===== config.mk =====
export PLATFORM = sky130hd
export DESIGN_NAME = alu_div
export DESIGN_NICKNAME = d
export VERILOG_FILES = /design/src/rtl/alu_pkg.sv /design/src/rtl/div_step.sv /design/src/rtl/alu_div.sv
export SDC_FILE = /design/constraint.sdc
export NUM_CORES = 1
export LEC_CHECK = 0
export CAP_MARGIN = 10
export CORE_MARGIN = 1
export CORE_UTILIZATION = 45
export DETAILED_ROUTE_END_ITERATION = 8
export PLACE_DENSITY = 0.63
export REMOVE_ABC_BUFFERS = 1
export SYNTH_ARGS = -nofsm -noshare
export SYNTH_HDL_FRONTEND = slang
export SYNTH_SLANG_ARGS = --single-unit

===== constraint.sdc =====
create_clock -name i_CLK -period 14.39 [get_ports i_CLK]
set_input_delay 4.317 -clock i_CLK [delete_from_list [all_inputs] [get_ports i_CLK]]
set_output_delay 4.317 -clock i_CLK [all_outputs]
set_load 0.03 [all_outputs]

===== src/rtl/alu_pkg.sv =====
// Shared constants for the iterative RV32M divider: funct3[1:0] opcodes,
// FSM state encoding and the default datapath width.
package alu_pkg;

  localparam int XLEN_DEFAULT = 32;

  localparam logic [1:0] DIV  = 2'b00;
  localparam logic [1:0] DIVU = 2'b01;
  localparam logic [1:0] REM  = 2'b10;
  localparam logic [1:0] REMU = 2'b11;

  localparam logic [1:0] IDLE = 2'b00;
  localparam logic [1:0] CALC = 2'b01;
  localparam logic [1:0] DONE = 2'b10;

endpackage


===== src/rtl/div_step.sv =====
// One radix-2 restoring division iteration: shift the next dividend bit into
// the partial remainder and subtract the divisor when it fits.
module div_step
  import alu_pkg::*;
#(
  parameter int XLEN = XLEN_DEFAULT
) (
  input  logic [XLEN-1:0] rem,
  input  logic            msb,
  input  logic [XLEN-1:0] divisor,
  output logic [XLEN-1:0] rem_next,
  output logic            q_bit
);

  logic [XLEN:0] shifted;
  logic [XLEN:0] diff;

  // One extra bit keeps the shifted remainder exact for divisors above 2^(XLEN-1);
  // the top bit of the difference is then a clean borrow flag.
  assign shifted  = {rem, msb};
  assign diff     = shifted - {1'b0, divisor};
  assign q_bit    = ~diff[XLEN];
  assign rem_next = q_bit ? diff[XLEN-1:0] : shifted[XLEN-1:0];

endmodule


===== src/rtl/alu_div.sv =====
// Iterative DIV/DIVU/REM/REMU unit with valid/ready handshakes on both sides.
// Define ALU_DIV_EARLY_OUT_EN to finish divide-by-zero and overflow cases after one cycle.
module alu_div
  import alu_pkg::*;
#(
  parameter int XLEN = XLEN_DEFAULT
) (
  input  logic            i_CLK,
  input  logic            i_RST_n,
  input  logic            i_VALID,
  output logic            o_READY,
  input  logic [XLEN-1:0] i_OP1,
  input  logic [XLEN-1:0] i_OP2,
  input  logic [1:0]      i_OPCODE,
  input  logic            i_FLUSH,
  output logic            o_VALID,
  input  logic            i_READY,
  output logic [XLEN-1:0] o_RES
);

  localparam int CW = $clog2(XLEN);
  localparam logic [XLEN-1:0] MIN_INT = {1'b1, {(XLEN-1){1'b0}}};

  logic [1:0]      state;
  logic [CW-1:0]   cnt;
  logic [XLEN-1:0] quot;
  logic [XLEN-1:0] rem;
  logic [XLEN-1:0] divisor;
  logic [XLEN-1:0] dividend;
  logic [XLEN-1:0] op1_raw;
  logic [1:0]      opcode;
  logic            negate_q;
  logic            negate_r;
  logic            div0;
  logic            ovf;
  logic [XLEN-1:0] res;

  logic            in_signed;
  logic            sign1;
  logic            sign2;
  logic            accept;
  logic            finish;
  logic [XLEN-1:0] step_rem;
  logic            step_q;
  logic [XLEN-1:0] quot_next;

  assign in_signed = ~i_OPCODE[0];
  assign sign1     = in_signed & i_OP1[XLEN-1];
  assign sign2     = in_signed & i_OP2[XLEN-1];
  assign accept    = i_VALID & o_READY & ~i_FLUSH;

  div_step #(.XLEN(XLEN)) u_step (
    .rem      (rem),
    .msb      (dividend[XLEN-1]),
    .divisor  (divisor),
    .rem_next (step_rem),
    .q_bit    (step_q)
  );

  assign quot_next = {quot[XLEN-2:0], step_q};

`ifdef ALU_DIV_EARLY_OUT_EN
  assign finish = (cnt == CW'(XLEN - 1)) | div0 | ovf;
`else
  assign finish = (cnt == CW'(XLEN - 1));
`endif

  // Final sign fix-up plus the RISC-V mandated results for x/0 and MIN/-1.
  function automatic logic [XLEN-1:0] pick_result(
    input logic [1:0]      op,
    input logic [XLEN-1:0] q,
    input logic [XLEN-1:0] r,
    input logic            nq,
    input logic            nr,
    input logic            d0,
    input logic            ov,
    input logic [XLEN-1:0] raw
  );
    logic [XLEN-1:0] value;
    if (op[1]) begin
      if (d0)      value = raw;
      else if (ov) value = '0;
      else         value = nr ? (~r + 1'b1) : r;
    end else begin
      if (d0)      value = '1;
      else if (ov) value = MIN_INT;
      else         value = nq ? (~q + 1'b1) : q;
    end
    return value;
  endfunction

  always_ff @(posedge i_CLK or negedge i_RST_n) begin
    if (!i_RST_n) begin
      state    <= IDLE;
      cnt      <= '0;
      quot     <= '0;
      rem      <= '0;
      divisor  <= '0;
      dividend <= '0;
      op1_raw  <= '0;
      opcode   <= '0;
      negate_q <= 1'b0;
      negate_r <= 1'b0;
      div0     <= 1'b0;
      ovf      <= 1'b0;
      res      <= '0;
    end else begin
      case (state)
        IDLE: begin
          if (accept) begin
            dividend <= sign1 ? (~i_OP1 + 1'b1) : i_OP1;
            divisor  <= sign2 ? (~i_OP2 + 1'b1) : i_OP2;
            negate_q <= sign1 ^ sign2;
            negate_r <= sign1;
            opcode   <= i_OPCODE;
            op1_raw  <= i_OP1;
            div0     <= (i_OP2 == '0);
            ovf      <= in_signed & (i_OP1 == MIN_INT) & (&i_OP2);
            quot     <= '0;
            rem      <= '0;
            cnt      <= '0;
            state    <= CALC;
          end
        end
        CALC: begin
          if (i_FLUSH) begin
            state <= IDLE;
          end else begin
            rem      <= step_rem;
            quot     <= quot_next;
            dividend <= {dividend[XLEN-2:0], 1'b0};
            cnt      <= cnt + 1'b1;
            if (finish) begin
              res   <= pick_result(opcode, quot_next, step_rem, negate_q, negate_r,
                                   div0, ovf, op1_raw);
              state <= DONE;
            end
          end
        end
        DONE: begin
          if (i_FLUSH || i_READY) state <= IDLE;
        end
        default: state <= IDLE;
      endcase
    end
  end

  assign o_READY = (state == IDLE);
  assign o_VALID = (state == DONE);
  assign o_RES   = res;

endmodule


==> results of run 1 <==
[kinds of logic (layout without fill, tap and decap cells)]
| kind of cell | Yosys count | count (layout) | share of synthesized area, % |
|---|---|---|---|
| flip-flops | 203 | 203 | 36.8 |
| AO/OA/AOI/OAI | 528 | 528 | 24.8 |
| adder cells (fa/ha/maj) | 40 | 40 | 3.68 |
| buffers and inverters | 155 | 220 | 4.63 |
| XOR/XNOR | 145 | 145 | 9.20 |
| multiplexers | 33 | 33 | 2.41 |
| AND/OR/NAND/NOR | 548 | 548 | 18.5 |
[power breakdown]
group          switching, W  internal [W]  leakage, nW  total, W
Clock              0.000261      0.000375        0.401  0.000636
Combinational       0.00103      0.000618         3.73   0.00165
Sequential        0.0000977      0.000662         2.67  0.000760
[layout by cell type, fill, tap and decap left out, drive strengths merged, types with 6 or more instances in the layout]
master         instances
clkdlybuf4s50        103
a22oi                 38
inv                   51
or4                    7
a22o                  34
or3                   16
nand4                 18
o21a                   7
a31oi                 18
clkinv                10
mux2i                 31
o21ai                194
a221oi                 9
nand2                267
buf                   18
o31ai                 28
ha                    39
xnor2                 67
dfrtp                203
and3                   7
nor2                  89
nand2b                18
xor2                  78
and2                  10
clkbuf                33
o211ai                20
a21oi                 94
nor3                  47
o22ai                 13
o41ai                 15
o311ai                 6
a21o                  13
nor4                  18
nand3                 17
nor2b                 11
[worst paths after layout]
path | startpoint | end | slack, ps | cells after the start
worst max-delay path | i_OP2[13] | divisor[30] | 7490 | 11
worst min-delay path | o_RES[7] | o_RES[7] | 470 | 2
worst max register to register | dividend[31] | o_RES[28] | 7590 | 24
worst min register to register | o_RES[7] | o_RES[7] | 470 | 2
max in group asynchronous | i_RST_n | quot[9] | 8760 | 2
min in group asynchronous | i_RST_n | divisor[4] | 3940 | 1
[critical path: cells and delay by family]
kind,cells,cell delay (ps)
AO/OA/AOI/OAI,2,340
XOR/XNOR,1,160
buffers and inverters,1,470
AND/OR/NAND/NOR,7,1980
[cells in the mapped netlist (all sizes together) (6+ instances only)]
library cell / instances
nand2: 267
dfrtp: 203
o21ai: 194
a21oi: 94
nor2: 89
xor2: 78
clkbuf: 74
xnor2: 67
inv: 51
nor3: 47
ha: 39
a22oi: 38
a22o: 34
mux2i: 31
buf: 28
o31ai: 28
o211ai: 20
a31oi: 18
nand2b: 18
nand4: 18
nor4: 18
nand3: 17
or3: 16
o41ai: 15
a21o: 13
o22ai: 13
nor2b: 11
and2: 10
a221oi: 9
and3: 7
o21a: 7
or4: 7
o311ai: 6
[final cells by class]
type	count	share of cell area, %
clock buffers	32	4.36
clock inverters	13	0.796
inverters	53	1.25
multi-input cells	1294	51.1
flip-flops and latches	203	32.0
well taps	390	3.07
repair buffers	122	7.43
[state kept, by name (all words and copies together) (netlist names), 2 cells and up]
register	cells
quot	31
op1_raw	32
o_RES	32
rem	32
state	2
dividend	32
cnt	5
divisor	32
[routing by layer]
metal	up-vias	GRT usage, %
met5	-	0
met4	0	8.58
met3	66	3.39
met2	385	42.6
met1	6224	38.1
li1	6057	-
[through the flow]
step	area, um2	setup slack [ps]	instances	hold WS, ps	power [W]
floorplan	13400	4750	1550	438	0.00194
CTS	15900	7580	2106	474	0.00304
finish	15900	7490	2107	471	0.00305
global placement	15000	7060	2061	453	0.00238
global route	15900	7120	2107	498	0.00326
detailed placement	15000	7040	2061	459	0.00240
==> flow_metrics.py, run 1 <==
metrics = {
    "outcome": {
        "outcome": "complete, no violations",
    },
    "layout": {
        "seq_area_um2": 5080,
        "nNetsFinal": 1810,
        "diodes": 0,
        "multi_input_area_um2": 8110,
        "synthToLayoutAreaGrowth_pct": 15.0,
        "layout-drive-gt1-share_pct": 5.42,
        "postLayoutCoreUtil_pct": 53.1,
        "nFillCells": 2895,
    },
    "setup_path": {
        "crit_type": "input pin to flip-flop",
        "crit_slowest_cell": "or4_1",
        "required_ps": 14770,
        "worst_setup_path_start_kind": "input pin",
        "worst_ep_arrival_time_ps": 7280,
        "cpPeakStageDelay_ps": 480,
        "cp_max_fo": 4,
        "cp-end-kind": "flip-flop",
        "worstPathCellList": "clkdlybuf4s50_1 -> nor3_1 -> nand2b_1 -> nor4_1 -> nand2b_1 -> or4_1 -> nor3_1 -> nand2_1 -> o31ai_1 -> xor2_1 -> o21ai_0",
    },
    "routing": {
        "first_iter_violations": 992,
        "highest_layer": "met4",
        "drc": 0,
        "ant_nets": 0,
        "first_pass_iters": 6,
        "num_vias": 12700,
        "post_drt_wl_per_cell_um": 19.6,
        "wl_met3_um": 2210,
        "wl_met2_um": 18800,
        "wirelength_um": 41300,
        "met1_length_um": 18900,
        "via_per_inst": 6.04,
    },
    "hold_path": {
        "min_path_type": "flip-flop to flip-flop",
    },
    "die": {
        "rows": 63,
        "start_util_pct": 46.2,
        "io_pins": 105,
        "die_h_um": 177,
        "die_x_um": 177,
        "core_um2": 29900,
        "die_area_um2": 31400,
    },
    "timing": {
        "setup_viol": 0,
        "relSlewSlack_pct": 26.9,
        "drv_slew": 0,
        "clock_skew_ps": 15.0,
        "final_hold_viol_count": 0,
        "fin_setup_tns_ps": 0,
        "post-route-min-period_ps": 6900,
        "rsz0062_at_grt": "no",
        "clock.fmax_mhz": 145,
        "worstMarginPinSlew_ps": 1100,
        "post-route-period-util_pct": 47.9,
    },
    "clocking": {
        "cts_made_buffers": 25,
        "clk_latency_ps": 530,
        "ctsResizeCount": 0,
        "cts_sinks": 203,
        "cts_tree": "built",
        "cts_root_buf": "clkbuf_16",
        "ctsHoldBuffers": 0,
        "cts_buffer_depth": 3,
        "clkTransAtPathRegs_ps": 60,
        "htree_levels": 1,
        "post_cts_buffers": 0,
    },
    "logic_synthesis": {
        "synth_edf_count": 0,
        "async_flop_share_pct": 100,
        "avgSynthCellArea_um2": 8.35,
        "synth_top_area_cell": "dfrtp_1",
        "syn-instance-count": 1652,
        "yosysWarnings": 0,
        "yosys-top-cells-area": "dfrtp_1 37%, nand2_1 7.3%, o21ai_0 6.9%, xor2_1 4.9%, xnor2_1 4.3%",
        "ys_seq_area_share_pct": 36.8,
        "yosysTopAreaCellShare_pct": 36.8,
        "synth_cell_types": 86,
        "synthFlopType": "dfrtp_1",
        "netlist_area_um2": 13800,
        "ys_ff_latch": 203,
    },
    "placement": {
        "io_buffers": 104,
        "dp_hpwl_um": 29200,
        "finalWeightedCongestion": 0.869,
    },
    "global_routing": {
        "grt_max_degree": 127,
        "antenna_found_initial": 0,
        "grt_usage_pct": 26.9,
        "grt_pass1_vias": 12300,
        "grt_pass1_wl_um": 67200,
        "grt_overflow": 0,
    },
    "power": {
        "p_leak_nw": 6.80,
        "power_density_nw_per_um2": 192,
        "ir_worst_vdd_v": 0.000187,
    },
    "job": {
        "max-cap-violations": 0,
    },
}
Note: power is estimated with default switching activity, not from simulation.
==> inputs of run 2 (changes only) <==
--- a/config.mk
+++ b/config.mk
@@ -9,7 +9,7 @@
 export CORE_MARGIN = 1
 export CORE_UTILIZATION = 45
 export DETAILED_ROUTE_END_ITERATION = 8
-export PLACE_DENSITY = 0.63
+export PLACE_DENSITY = 0.66
 export REMOVE_ABC_BUFFERS = 1
 export SYNTH_ARGS = -nofsm -noshare
 export SYNTH_HDL_FRONTEND = slang
==> constraint.sdc (replaced) <==
create_clock -name i_CLK -period 6.2 [get_ports i_CLK]
set_input_delay 1.86 -clock i_CLK [delete_from_list [all_inputs] [get_ports i_CLK]]
set_output_delay 1.86 -clock i_CLK [all_outputs]
set_load 0.03 [all_outputs]
==> run 2 against run 1 <==
Effect of this change:
- clock skew increased by 3.5 ps
- largest power group unchanged
- global-route usage down 0.24 points
- core utilization is essentially flat
- highest routed layer unchanged
- critical endpoint is now o_RES[26]
- combinational power increased by 140%
- wire length increased by 0.24%
- critical path type is now flip-flop to flip-flop
==> flow_metrics.py, run 2 (synthesized netlist as in run 1, its figures left out) <==
metrics = {
    "power": {
        "p_comb_share_pct": 55.4,
        "p_clk_share_pct": 20.2,
        "switching_share_pct": 45.6,
        "p_seq_share_pct": 24.4,
        "p_int_w": 0.00386,
        "power_density_nw_per_um2": 447,
        "finalPower_w": 0.00710,
        "power.switching_w": 0.00324,
        "ir_worst_vdd_v": 0.000307,
        "p_leak_nw": 6.80,
    },
    "timing": {
        "setup_viol": 0,
        "post-route-period-util_pct": 90.5,
        "clock.fmax_mhz": 178,
        "relSlewSlack_pct": 28.3,
        "worstMarginPinSlew_ps": 1080,
        "fin_setup_tns_ps": 0,
        "final_hold_viol_count": 0,
        "rsz0062_at_grt": "no",
        "post-route-min-period_ps": 5610,
        "setup_ws_ps": 590,
        "drv_slew": 0,
        "clock_skew_ps": 18.6,
    },
    "routing": {
        "wl_met2_um": 19300,
        "highest_layer": "met4",
        "ant_nets": 0,
        "wl_met3_um": 2110,
        "num_vias": 12800,
        "wirelength_um": 41400,
        "first_pass_iters": 5,
        "drc": 0,
        "met1_length_um": 18900,
        "first_iter_violations": 1134,
        "post_drt_wl_per_cell_um": 19.6,
        "via_per_inst": 6.08,
    },
    "clocking": {
        "post_cts_buffers": 0,
        "clk_latency_ps": 530,
        "cts_sinks": 203,
        "cts_buffer_depth": 3,
        "cts_tree": "built",
        "clkTransAtPathRegs_ps": 60,
        "cts_made_buffers": 24,
        "ctsResizeCount": 0,
        "ctsHoldBuffers": 0,
        "cts_root_buf": "clkbuf_16",
        "htree_levels": 1,
    },
    "die": {
        "core_um2": 29900,
        "rows": 63,
        "die_x_um": 177,
        "die_h_um": 177,
        "die_area_um2": 31400,
        "io_pins": 105,
        "start_util_pct": 46.2,
    },
    "layout": {
        "nNetsFinal": 1813,
        "nFillCells": 2897,
        "diodes": 0,
        "final_common_cell": "nand2_1",
        "synthToLayoutAreaGrowth_pct": 15.1,
        "fin_cells": 2107,
        "layout-drive-gt1-share_pct": 5.24,
        "final_cell_mix": "267 x nand2_1, 203 x dfrtp_1, 191 x o21ai_0, 103 x clkdlybuf4s50_1, 93 x a21oi_1",
    },
    "global_routing": {
        "grt_max_degree": 124,
        "grt_pass1_wl_um": 66500,
        "grt_usage_pct": 26.7,
        "grt_pass1_vias": 12100,
        "antenna_found_initial": 1,
        "grt_overflow": 0,
    },
    "setup_path": {
        "required_ps": 6600,
        "cp_max_fo": 12,
        "worst_setup_path_start_kind": "flip-flop",
        "worst_ep_arrival_time_ps": 6010,
        "crit_type": "flip-flop to flip-flop",
        "cp-end-kind": "flip-flop",
    },
    "placement": {
        "finalWeightedCongestion": 0.904,
        "io_buffers": 104,
        "dp_hpwl_um": 30100,
        "place_inst": 2065,
        "preCtsSetupSlack_ps": 711,
    },
    "job": {
        "max-cap-violations": 0,
    },
    "outcome": {
        "outcome": "complete, no violations",
    },
    "hold_path": {
        "min_path_type": "flip-flop to flip-flop",
    },
}
## run 2: cell count changes in the layout (fill, tap and decap cells not counted)
cell / delta
clkinv_2: -5
buf_4: +3
clkbuf_1: +3
clkinvlp_4: -2
buf_12: +1
## run 2: worst max-delay path, cell delays in order (launching register included)
cell      delay, ps
dfrtp_1         420
ha_1            520
nand2_1          80
o21ai_0         250
a21oi_1         110
o311ai_1        690
o21a_2          330
nor2_4           60
inv_2           110
nor2_1           60
a21oi_1         200
ha_1            340
nand4_1         210
or3b_2          510
a21oi_1         180
a41oi_1          90
or3b_2          580
o21ai_0         220
xor2_1          100
a221oi_1        320
nor2_1           80
## run 2: power groups by stage
stage | Combinational [W] | Sequential, W | Clock, W
6_report | 0.00393 | 0.00173 | 0.00144
3_3_place_gp | 0.00385 | 0.00175 | 0
2_1_floorplan | 0.00280 | 0.00170 | 0
5_1_grt | 0.00430 | 0.00176 | 0.00151
3_5_place_dp | 0.00387 | 0.00175 | 0
4_1_cts | 0.00389 | 0.00173 | 0.00146
## run 2: layer usage
metal | vias to the layer above | global-route usage (%)
met5 | - | 0
met4 | 0 | 7.33
met3 | 72 | 2.86
met2 | 376 | 42.6
met1 | 6288 | 38.2
li1 | 6076 | -
## run 2: final timing paths
| kind | slack, ps | depth (start not counted) | to | start |
|---|---|---|---|---|
| setup / recovery | 590 | 20 | o_RES[26] | rem[18] |
| max in group asynchronous | 3670 | 2 | negate_r | i_RST_n |
| setup reg to reg | 590 | 20 | o_RES[26] | rem[18] |
| hold reg to reg | 470 | 2 | o_RES[9] | o_RES[9] |
| min in group asynchronous | 1390 | 1 | divisor[30] | i_RST_n |
| hold / removal | 470 | 2 | o_RES[9] | o_RES[9] |
## run 2: final cells by class
class	instances	area [um2]	share of cell area, %
well taps	390	488	3.07
inverters	53	199	1.25
clock buffers	35	703	4.43
clock inverters	6	86.3	0.543
repair buffers	126	1220	7.69
multi-input cells	1294	8110	51.0
flip-flops and latches	203	5080	32.0
## run 2: stage by stage
stage               area, um2  util, %  hold WS, ps
detailed placement      15100     50.5          456
global placement        15100     50.5          449
floorplan               13400        -          438
finish                  15900     53.2          470
CTS                     15900     53.2          470
global route            15900     53.2          490
==> inputs of run 3 (changes only) <==
--- a/config.mk
+++ b/config.mk
@@ -9,6 +9,7 @@
 export CORE_MARGIN = 1
 export CORE_UTILIZATION = 45
 export DETAILED_ROUTE_END_ITERATION = 8
+export GPL_TIMING_DRIVEN = 0
 export PLACE_DENSITY = 0.66
 export REMOVE_ABC_BUFFERS = 1
 export SYNTH_ARGS = -nofsm -noshare
==> run 3 against run 2 <==
Effect of this change:
- worst setup slack lost 260 ps
- hold slack got worse by 2.1 ps
- fmax is 4.4% lower
- highest routed layer unchanged
- global-route usage is 0.60 points lower
- first-iteration DRC count is 4.1% higher
- wire length decreased by 2.7%
- final cell count barely moved
==> flow_metrics.py, run 3 (synthesized netlist as in run 1, its figures left out) <==
metrics = {
    "outcome": {
        "outcome": "complete, no violations",
    },
    "routing": {
        "ant_nets": 0,
        "first_iter_violations": 1180,
        "num_vias": 12700,
        "drc": 0,
        "wirelength_um": 40300,
        "post_drt_wl_per_cell_um": 19.1,
        "via_per_inst": 6.02,
        "first_pass_iters": 7,
    },
    "layout": {
        "final_common_cell": "nand2_1",
        "synthToLayoutAreaGrowth_pct": 16.0,
        "nNetsFinal": 1810,
        "final_cell_mix": "267 x nand2_1, 201 x dfrtp_1, 190 x o21ai_0, 103 x clkdlybuf4s50_1, 93 x a21oi_1",
        "layout-drive-gt1-share_pct": 5.60,
        "diodes": 0,
    },
    "timing": {
        "post-route-min-period_ps": 5870,
        "worstMarginPinSlew_ps": 1140,
        "final_hold_viol_count": 0,
        "post-route-period-util_pct": 94.7,
        "clock_skew_ps": 16.6,
        "drv_slew": 0,
        "clock.fmax_mhz": 170,
        "setup_ws_ps": 331,
        "setup_viol": 0,
        "relSlewSlack_pct": 21.7,
    },
    "setup_path": {
        "crit_type": "flip-flop to flip-flop",
        "cp_max_fo": 34,
        "crit_slowest_cell": "or3b_2",
        "worst_setup_path_start_kind": "flip-flop",
        "cp-end-kind": "flip-flop",
        "worst_ep_arrival_time_ps": 6270,
        "worstReg2RegStart": "dividend[31]",
        "required_ps": 6600,
        "worstPathCellList": "inv_1 -> ha_1 -> fa_1 -> nand2b_1 -> a21o_1 -> a2111o_1 -> a21oi_4 -> o21a_4 -> nor2_4 -> inv_8 -> nor2_1 -> a21oi_1 -> ha_2 -> nand4_1 -> or3b_2 -> a21oi_1 -> a41oi_1 -> or3b_2 -> o21ai_0 -> xor2_1 -> a221oi_1 -> nor2_1",
        "cpPeakStageDelay_ps": 570,
        "crit_start": "dividend[31]",
    },
    "clocking": {
        "clk_latency_ps": 530,
        "clkTransAtPathRegs_ps": 60,
        "cts_buffer_depth": 3,
        "cts_made_buffers": 25,
        "cts_root_buf": "clkbuf_16",
        "cts_sinks": 203,
        "cts_tree": "built",
        "htree_levels": 1,
    },
    "die": {
        "die_h_um": 177,
        "start_util_pct": 46.2,
        "core_um2": 29900,
        "die_area_um2": 31400,
        "die_x_um": 177,
        "rows": 63,
        "io_pins": 105,
    },
    "power": {
        "power.switching_w": 0.00326,
        "power_density_nw_per_um2": 446,
        "ir_worst_vdd_v": 0.000284,
        "switching_share_pct": 45.6,
        "p_leak_nw": 6.82,
        "p_comb_share_pct": 54.9,
        "finalPower_w": 0.00713,
        "p_clk_share_pct": 20.2,
        "p_seq_share_pct": 24.9,
        "p_int_w": 0.00388,
    },
    "job": {
        "max-cap-violations": 0,
    },
    "global_routing": {
        "grt_overflow": 0,
        "grt_pass1_vias": 12300,
        "grt_usage_pct": 26.1,
        "antenna_found_initial": 0,
        "grt_max_degree": 105,
        "grt_pass1_wl_um": 65600,
    },
    "hold_path": {
        "hp-start": "o_RES[7]",
        "min_path_type": "flip-flop to flip-flop",
    },
    "placement": {
        "dp_hpwl_um": 28700,
        "io_buffers": 104,
        "finalWeightedCongestion": 0.863,
        "preCtsSetupSlack_ps": -1180,
    },
}
==> run 3: area by class of cell <==
cell class / instances / area [um2]
flip-flops and latches: 203 / 5080
well taps: 390 / 488
inverters: 53 / 206
clock inverters: 11 / 113
fillers: 2797 / 13900
clock buffers: 32 / 682
multi-input cells: 1296 / 8160
repair buffers: 120 / 1280
==> run 3: power groups by stage <==
stage	sequential [W]	combinational, W	clock [W]
2_1_floorplan	0.00170	0.00280	0
3_3_place_gp	0.00179	0.00366	0
3_5_place_dp	0.00179	0.00373	0
4_1_cts	0.00177	0.00380	0.00146
5_1_grt	0.00180	0.00432	0.00151
6_report	0.00177	0.00392	0.00144
==> run 3: critical path, delay by kind of cell, from the launching register on <==
| kind | cells | cell delay (ps) |
|---|---|---|
| xor+xnor | 1 | 150 |
| fa+ha+maj | 3 | 950 |
| flops | 1 | 470 |
| simple gates | 7 | 1670 |
| buf+inv | 2 | 280 |
| compound gates | 9 | 2210 |
==> run 3: worst paths after layout <==
path / slack [ps] / cells after the start / endpoint
worst max-delay path: 330 / 22 / o_RES[26]
worst min-delay path: 470 / 2 / o_RES[7]
worst max register to register: 330 / 22 / o_RES[26]
worst min register to register: 470 / 2 / o_RES[7]
max in group asynchronous: 3780 / 2 / o_RES[2]
min in group asynchronous: 1380 / 1 / divisor[29]
==> run 3: repair_timing <==
item                                    4_1_cts  5_1_grt
hold buffers                                  0        0
buffers inserted                              1        1
pin swaps                                     1        1
endpoints found under the setup margin       11        4
gates cloned                                  2        0
gates resized for setup                       1        9
==> run 3: per-stage QoR <==
stage	cells	cell area, um2	hold slack, ps	setup TNS, ps	utilization [%]
global route	2105	16000	486	-25.0	53.6
floorplan	1550	13400	438	-80130	-
detailed placement	2055	15100	456	-7240	50.6
finish	2105	16000	468	0	53.6
global placement	2044	14900	455	-1978920	49.8
CTS	2101	15900	470	0	53.3
==> run 3: metal layers <==
metal / global-route usage [%] / wire length (um) / vias to the layer above
li1: - / - / 6040
met1: 36.7 / 18400 / 6169
met2: 41.8 / 18600 / 388
met3: 2.62 / 1980 / 77
met4: 8.91 / 1360 / 0
met5: 0 / 0 / -
